[config.mk]
export PLATFORM = sky130hd
export DESIGN_NAME = shift_comb_sideband_delay
export DESIGN_NICKNAME = d
export VERILOG_FILES = /design/src/rtl/gf_sideband_pkg.sv /design/src/rtl/sideband_ring_mem.sv /design/src/rtl/shift_comb_sideband_delay.sv
export SDC_FILE = /design/constraint.sdc
export NUM_CORES = 1
export LEC_CHECK = 0
export ABC_AREA = 0
export CORE_MARGIN = 2
export CORE_UTILIZATION = 55
export CTS_BUF_LIST = sky130_fd_sc_hd__clkbuf_8
export CTS_CLUSTER_SIZE = 40
export DETAILED_ROUTE_END_ITERATION = 12
export PLACE_DENSITY = 0.76
export SYNTH_ARGS = -nofsm -noshare
export SYNTH_HDL_FRONTEND = slang
export SYNTH_SLANG_ARGS = --single-unit
[constraint.sdc]
create_clock -name clock -period 2.6 [get_ports clock]
set_input_delay 0.52 -clock clock [delete_from_list [all_inputs] [get_ports clock]]
set_output_delay 0.52 -clock clock [all_outputs]
set_load 0.02 [all_outputs]
[src/rtl/gf_sideband_pkg.sv]
// Shared constants for the fit-pipeline sideband delay line.
// Holds the default storage depth, its select width, the depth select that
// matches the fit arithmetic latency, and the bit positions of the standard
// sideband channels inside the packed sideband bus.
package gf_sideband_pkg;

  localparam int MAX_DEPTH_DEFAULT = 32;
  localparam int DEPTH_W_DEFAULT   = $clog2(MAX_DEPTH_DEFAULT);

  // Depth select 22 gives a 23-cycle delay, which is the fit pipeline latency.
  localparam int DEFAULT_SEL_FIT   = 22;

  // Channel indices inside din/dout (channel i = bus[i*WIDTH +: WIDTH]).
  localparam int CH_VALID          = 0;
  localparam int CH_EE             = 1;
  localparam int CH_LAST_COMB      = 2;

endpackage

[src/rtl/sideband_ring_mem.sv]
// Storage array for the sideband delay line.
// Ports:
//   clock  - rising-edge clock
//   we     - write enable for this edge
//   waddr  - write index
//   wdata  - word written at waddr when we=1
//   raddr  - read index (asynchronous read)
//   rdata  - word at raddr
// The array has no reset; stale contents are masked by the owner.
module sideband_ring_mem #(
  parameter int DW    = 3,
  parameter int DEPTH = 32,
  parameter int AW    = $clog2(DEPTH)
) (
  input  logic          clock,
  input  logic          we,
  input  logic [AW-1:0] waddr,
  input  logic [DW-1:0] wdata,
  input  logic [AW-1:0] raddr,
  output logic [DW-1:0] rdata
);

  logic [DW-1:0] mem_q [DEPTH];

  always_ff @(posedge clock) begin
    if (we) begin
      mem_q[waddr] <= wdata;
    end
  end

  assign rdata = mem_q[raddr];

endmodule

[src/rtl/shift_comb_sideband_delay.sv]
// Programmable delay line for per-combination sideband flags.
// Keeps valid / end-event / last-combination (and any extra tag bits) aligned
// with the fit arithmetic pipeline. Delay = cur_sel+1 enabled cycles.
// Ports:
//   clock      - rising-edge clock
//   reset      - synchronous, active-high; priority over ce and depth_load
//   ce         - shift enable; 0 freezes the whole line
//   depth_sel  - new depth select
//   depth_load - one-cycle strobe that latches depth_sel and restarts filling
//   din        - sideband input, NCH channels of WIDTH bits
//   dout       - delayed sideband, zero until the line is primed
//   primed     - dout carries real delayed data
//   cur_sel    - active depth select
module shift_comb_sideband_delay
  import gf_sideband_pkg::*;
#(
  parameter int NCH         = 3,
  parameter int WIDTH       = 1,
  parameter int MAX_DEPTH   = MAX_DEPTH_DEFAULT,
  parameter int DEPTH_W     = $clog2(MAX_DEPTH),
  parameter int DEFAULT_SEL = DEFAULT_SEL_FIT
) (
  input  logic                   clock,
  input  logic                   reset,
  input  logic                   ce,
  input  logic [DEPTH_W-1:0]     depth_sel,
  input  logic                   depth_load,
  input  logic [NCH*WIDTH-1:0]   din,
  output logic [NCH*WIDTH-1:0]   dout,
  output logic                   primed,
  output logic [DEPTH_W-1:0]     cur_sel
);

  localparam int DW = NCH * WIDTH;
  // Fill needs one extra bit so it can reach MAX_DEPTH itself.
  localparam int FW = DEPTH_W + 1;

  logic [DEPTH_W-1:0] wptr_q,    wptr_d;
  logic [DEPTH_W-1:0] cur_sel_q, cur_sel_d;
  logic [FW-1:0]      fill_q,    fill_d;
  logic [DEPTH_W-1:0] rd_idx;
  logic [DW-1:0]      rdata;
  logic               mem_we;

  function automatic logic [FW-1:0] fill_sat_inc(input logic [FW-1:0] f);
    return (f == FW'(MAX_DEPTH)) ? f : f + FW'(1);
  endfunction

  // Next-state: pointer advance, fill tracking, depth reload.
  always_comb begin
    wptr_d    = wptr_q;
    fill_d    = fill_q;
    cur_sel_d = cur_sel_q;
    if (ce) begin
      wptr_d = wptr_q + DEPTH_W'(1);
      fill_d = fill_sat_inc(fill_q);
    end
    // A reload restarts the fill count; a sample written on the same edge
    // is the first sample of the new stream.
    if (depth_load) begin
      cur_sel_d = depth_sel;
      fill_d    = ce ? FW'(1) : '0;
    end
  end

  // Control registers.
  always_ff @(posedge clock) begin
    if (reset) begin
      wptr_q    <= '0;
      fill_q    <= '0;
      cur_sel_q <= DEPTH_W'(DEFAULT_SEL);
    end else begin
      wptr_q    <= wptr_d;
      fill_q    <= fill_d;
      cur_sel_q <= cur_sel_d;
    end
  end

  // Storage stage: reset blocks the write so it keeps priority over ce.
  assign mem_we = ce & ~reset;

  sideband_ring_mem #(
    .DW    (DW),
    .DEPTH (MAX_DEPTH),
    .AW    (DEPTH_W)
  ) u_mem (
    .clock (clock),
    .we    (mem_we),
    .waddr (wptr_q),
    .wdata (din),
    .raddr (rd_idx),
    .rdata (rdata)
  );

  // Output stage: wptr points at the next free slot, so the newest sample is
  // at wptr-1 and the one A edges older is at wptr-1-A (modulo wrap).
  assign rd_idx  = wptr_q - DEPTH_W'(1) - cur_sel_q;
  assign primed  = (fill_q >= ({1'b0, cur_sel_q} + FW'(1)));
  assign dout    = primed ? rdata : '0;
  assign cur_sel = cur_sel_q;

endmodule

==> flow_summary.ini, run 1 <==
[synth]
synth_nets = 364
ys_seq_area_frac = 0.644
ys_types = 40
ys_async_sr_fraction = 0
synth_edf_count = 96
netlist.area_leader.share = 0.579
syn_area_per_cell_sq_um = 14.9
synth_seq_cells = 112
syn_area_sq_um = 4980
syn_inst = 334
synth_warnings = 0
synth_ff_type = edfxtp_1
synth_area_leader_cell = edfxtp_1
synth.area.top_cells = edfxtp_1, mux4_2, dfxtp_1
synth_most_common_cell = edfxtp_1
synthTopCellsByCount = edfxtp_1, nor2_1, mux4_2

[detailed_routing]
drt-initial-drc-count = 182
wire_per_inst_microns = 19.8
viasPerCell = 5.76
drc = 0
drt_pass1_iterations = 4
ant_nets = 0
wl_microns = 10200
vias = 2977

[setup_path]
cp-end-kind = output pin
regToRegSetupSlack_ns = 0.87
critical_path_buf_inv_count = 5
cp_common_cell = buf_6
cp-start-kind = register
cp.arrival_ns = 2.80
cp_top_family = adder cells
cp_cell_sequence = inv_4 > ha_4 > fa_2 > buf_6 > buf_6 > buf_6 > mux4_2 > a2111oi_4 > nor4_4 > buf_4
crit_fanout = 7
critical_path_class = register to output pin
slowest_stage = fa_2
required_ns = 2.08
cp_slowest_stage_delay_ns = 0.58

[floorplan]
core-area_sq_um = 8760
die_area_sq_um = 9830
fp.dieW_microns = 99.1
io_pins = 21
die_h_microns = 99.1
start_util = 0.568
num_rows = 34

[timing]
finalSetupViolCount = 4
period_share = 1.28
min_period_ns = 3.32
max-slew-margin-rel = 0.580
rsz0062_at_grt = yes
drv_slew = 0
setup_slack_ns = -0.721
fmax_mhz = 301
setup-tns-final_ns = -2.35
hold_viol = 0
worst_pin_slew_ns = 0.631
skew_ns = 0.0125

[grt]
grt_pass1_wl_microns = 16400
overflow = 0
grt_max_degree = 33
antenna_found_initial = 0
grtUsageTotal = 0.223
first_global_vias = 3151

[power_and_ir_drop]
power_switching_uw = 980
p_seq_frac = 0.532
switching_share = 0.265
pwr-share-clk = 0.262
leakage_uw = 0.00214
pwr-share-comb = 0.206
internal_power_uw = 2720
max-vdd-ir-drop_mv = 0.289
power_density_nw_per_um2 = 602

[clocking]
clkTransAtPathRegs_ns = 0.10
clk_latency_ns = 0.37
cts_sinks = 112
cts_root_buffer = clkbuf_8
cts_buffers = 9
ctsHoldBuffers = 0
htree_num_levels = 3
clk_path_buf_depth = 2
tritoncts = done

[job]
maxCapViolations = 0

[status]
failed_checks = negative setup slack
outcome = finished with violations

[place]
place_inst = 492
dp_hpwl_microns = 6930
place_congestion = 0.765
numPortBuffers = 20

[final_layout]
antenna_cells = 0
synthToLayoutAreaGrowth_pct = 23.6
fin_cells = 517
nets = 434
layout-drive-gt1-share = 0.315

[worst_hold_path]
min_path_type = register to register
[final timing paths]
| path | start | to | depth (start not counted) |
|---|---|---|---|
| max | cur_sel[0]$_SDFFE_PP0P_ | dout[2] | 10 |
| min | fill_q[5]$_SDFFE_PP0P_ | fill_q[5]$_SDFFE_PP0P_ | 2 |
| max reg2reg | wptr_q[1]$_SDFFE_PP0P_ | u_mem.mem_q[8][2]$_DFFE_PP_ | 5 |
| min reg2reg | fill_q[5]$_SDFFE_PP0P_ | fill_q[5]$_SDFFE_PP0P_ | 2 |
[layer usage]
layer / wire length, microns / GRT usage / vias up
met5: 0 / 0 / -
met4: 138 / 0.0759 / 0
met3: 608 / 0.0541 / 10
met2: 5350 / 0.377 / 80
met1: 4120 / 0.285 / 1477
li1: - / - / 1410
[sequential cells by signal, summed over array words and instances, names as in the netlist]
signal	flops
wptr_q	5
fill_q	6
u_mem.mem_q	96
cur_sel	5
[power by group through the flow]
stage               Combinational, uW  Sequential, uW  Clock, uW
finish                            762            1970        969
global route                      814            1970       1050
CTS                               738            1970        975
detailed placement                625            2010          0
global placement                  610            2010          0
floorplan                         405            2020          0
[worst register-to-register path: cells and delay by family (launching register included)]
| kind | cells | cell delay [ns] |
|---|---|---|
| buffers and inverters | 2 | 0.24 |
| DFF | 1 | 0.37 |
| adders and majority gates | 1 | 0.14 |
| and+or+nand+nor | 2 | 0.66 |
[stage by stage]
stage                     hold slack (ns)  worst slack (ns)  instance area, sq um  power [uW]   util
after CTS                           0.585            -0.699                  6110        3680  0.698
after detailed placement            0.569            -0.832                  5720        2640  0.652
after global placement              0.560            -0.768                  5720        2620  0.652
after global routing                0.614            -0.827                  6150        3840  0.702
final                               0.586            -0.721                  6150        3700  0.702
after floorplan                     0.538            -0.203                  5120        2430      -
[cell type report]
| class | count | area (sq um) |
|---|---|---|
| Clock inverter | 7 | 56.3 |
| Inverter | 11 | 43.8 |
| Timing Repair Buffer | 72 | 669 |
| Multi-Input combinational cell | 198 | 1910 |
| Tap cell | 108 | 135 |
| Sequential cell | 112 | 3210 |
| Clock buffer | 9 | 124 |
| Fill cell | 559 | 2610 |
[cells in the final DEF, fill, tap and decap left out, types with 3 or more instances in the layout]
master / Yosys / layout
edfxtp_1: 96 / 96
nor2_1: 59 / 57
buf_4: 0 / 46
mux4_2: 20 / 22
clkdlybuf4s50_1: 0 / 16
ha_1: 17 / 14
dfxtp_1: 16 / 13
inv_1: 11 / 12
nand2_1: 13 / 12
xor2_1: 10 / 10
clkbuf_8: 0 / 9
a21oi_1: 8 / 6
and3_1: 8 / 6
a2111oi_4: 0 / 6
nor3_1: 6 / 6
buf_6: 3 / 5
mux2i_1: 4 / 4
nand4_1: 4 / 4
buf_12: 0 / 4
and3_4: 1 / 3
nand3_1: 6 / 3
o211ai_1: 3 / 3
nor4_4: 0 / 3
nand3b_1: 3 / 3
[kinds of logic after synthesis]
kind of cell,count (synthesis),synth area share
mux,28,0.120
simple gates,112,0.105
flops,112,0.644
xor+xnor,14,0.0246
fa+ha+maj,18,0.0468
buf+inv,24,0.0236
compound gates,26,0.0369
[repair_timing]
action                                  CTS  global route
gates resized for setup                  45             7
pin swaps                                18            12
gates cloned                              1             0
hold endpoints to repair                  0             0
endpoints found under the setup margin    4             4
setup buffers                             6             4
(Power assumes the default switching activity.)
==> inputs of run 2 (changes only) <==
SLEW_MARGIN = 20   (was default)
==> results of run 2 <==
The final DEF is identical to that of run 1; final timing and power are the same.
==> inputs of run 3 (changes only) <==
CORE_UTILIZATION = 47   (was 55)
CTS_BUF_LIST = default   (was sky130_fd_sc_hd__clkbuf_8)
PLACE_DENSITY = 0.67   (was 0.76)
==> run 3 against run 2 <==
Against the previous run: the run still ends with negative setup slack left; sequential cell count did not move; wire length rose by 2.1%; first-iteration DRC count fell by 6.6%; worst setup slack improved by 0.028 ns; non-clock buffer count rose by 1; sequential share of layout area fell by 0.11 points; count of clock-buffer cells in the layout rose by 1; global-route usage fell by 2.3 points; largest power group unchanged.
==> flow_summary.ini, run 3 (same netlist as run 1, synthesis figures left out) <==
[grt]
grt_pass1_wl_microns = 16500
antenna_found_initial = 0
grtUsageTotal = 0.200
first_global_vias = 3090
overflow = 0
grt_max_degree = 33

[floorplan]
core-area_sq_um = 10300
start_util = 0.482
die_area_sq_um = 11400
die_h_microns = 107
num_rows = 37
fp.dieW_microns = 107
io_pins = 21

[final_layout]
nets = 435
synthToLayoutAreaGrowth_pct = 23.8
layout-drive-gt1-share = 0.320
largest_reg_flops = 96
layout_common_cells = edfxtp_1, nor2_1, buf_4
top_regs = u_mem.mem_q (96), fill_q (6)
fin_cells = 546
antenna_cells = 0
final_common_cell = edfxtp_1
regMostFlops = u_mem.mem_q
fillerInstances = 768

[setup_path]
cp.arrival_ns = 2.77
required_ns = 2.08
critical_path_class = register to output pin
crit_fanout = 6
cp-start-kind = register
cp-end-kind = output pin

[timing]
drv_slew = 0
max-slew-margin-rel = 0.594
hold_viol = 0
period_share = 1.27
holdWs_ns = 0.612
setup_slack_ns = -0.693
fmax_mhz = 304
finalSetupViolCount = 4
min_period_ns = 3.29
skew_ns = 0.00570
setup-tns-final_ns = -2.34
worst_pin_slew_ns = 0.607
rsz0062_at_grt = yes

[worst_hold_path]
min_path_type = register to register

[place]
dp_hpwl_microns = 7250
numPortBuffers = 20
place_congestion = 0.762
place_inst = 523

[clocking]
clk_path_buf_depth = 2
cts_buffers = 9
clk_latency_ns = 0.38
cts_root_buffer = clkbuf_8
cts_sinks = 112
htree_num_levels = 3
tritoncts = done
clkTransAtPathRegs_ns = 0.10

[detailed_routing]
viasPerCell = 5.51
drc = 0
wl_microns = 10400
vias = 3011
drt-initial-drc-count = 170
ant_nets = 0
drt_pass1_iterations = 4
wire_per_inst_microns = 19.1

[status]
failed_checks = negative setup slack
outcome = finished with violations

[power_and_ir_drop]
p_total_uw = 3670
leakage_uw = 0.00212
power_density_nw_per_um2 = 596
max-vdd-ir-drop_mv = 0.259

[job]
maxCapViolations = 0
==> run 3: cell count changes in the layout (fill, tap and decap cells not counted), sizes merged <==
cell	change
clkinvlp	+1
buf	+1
clkbuf	+1
clkinv	+1
inv	-3
==> run 3: per-stage QoR <==
stage / setup WS [ns] / utilization / area, sq um
after floorplan: -0.203 / - / 5120
after global placement: -0.811 / 0.559 / 5770
after detailed placement: -0.877 / 0.559 / 5770
after CTS: -0.714 / 0.594 / 6140
after global routing: -0.778 / 0.597 / 6160
final: -0.693 / 0.597 / 6160
==> run 3: layout make-up <==
| type | count | area [sq um] | area share |
|---|---|---|---|
| sequential | 112 | 3210 | 0.521 |
| clock buffer | 10 | 128 | 0.0207 |
| multi-input combinational | 198 | 1910 | 0.310 |
| inverter | 11 | 43.8 | 0.00711 |
| clock inverter | 6 | 50.0 | 0.00812 |
| tap | 136 | 170 | 0.0276 |
| timing repair buffer | 73 | 652 | 0.106 |
==> run 3: timing repair <==
action,CTS,global route
setup endpoints to repair,4,4
buffers inserted,7,0
hold buffers,0,0
pin swaps,18,8
resized for setup,42,11
gates cloned,1,0
==> run 3: worst max-delay path: stages (launching register included) <==
cell       delay [ns]
dfxtp_4          0.37
inv_4            0.04
ha_4             0.15
fa_2             0.56
buf_6            0.14
buf_6            0.13
mux4_2           0.36
a2111oi_4        0.43
nor4_4           0.05
buf_4            0.16
==> run 3: final timing paths <==
kind	startpoint	endpoint	slack (ns)	cells after the start
hold reg to reg	cur_sel[2]$_SDFFE_PP1P_	cur_sel[2]$_SDFFE_PP1P_	0.61	3
hold / removal	cur_sel[2]$_SDFFE_PP1P_	cur_sel[2]$_SDFFE_PP1P_	0.61	3
setup / recovery	cur_sel[0]$_SDFFE_PP0P_	dout[2]	-0.69	9
setup reg to reg	wptr_q[1]$_SDFFE_PP0P_	u_mem.mem_q[28][1]$_DFFE_PP_	0.87	5
==> run 3: routing by layer <==
layer,global-route usage,up-vias,share of wire,wire (microns)
met5,0,-,0,0
met1,0.252,1543,0.42,4400
met3,0.0419,14,0.039,403
li1,-,1408,-,-
met4,0.0742,0,0.017,175
met2,0.343,46,0.52,5450
==> run 3: where the power goes <==
group          switching (uW)  internal (uW)
registers                10.7           1960
logic                     360            384
clock network             594            363
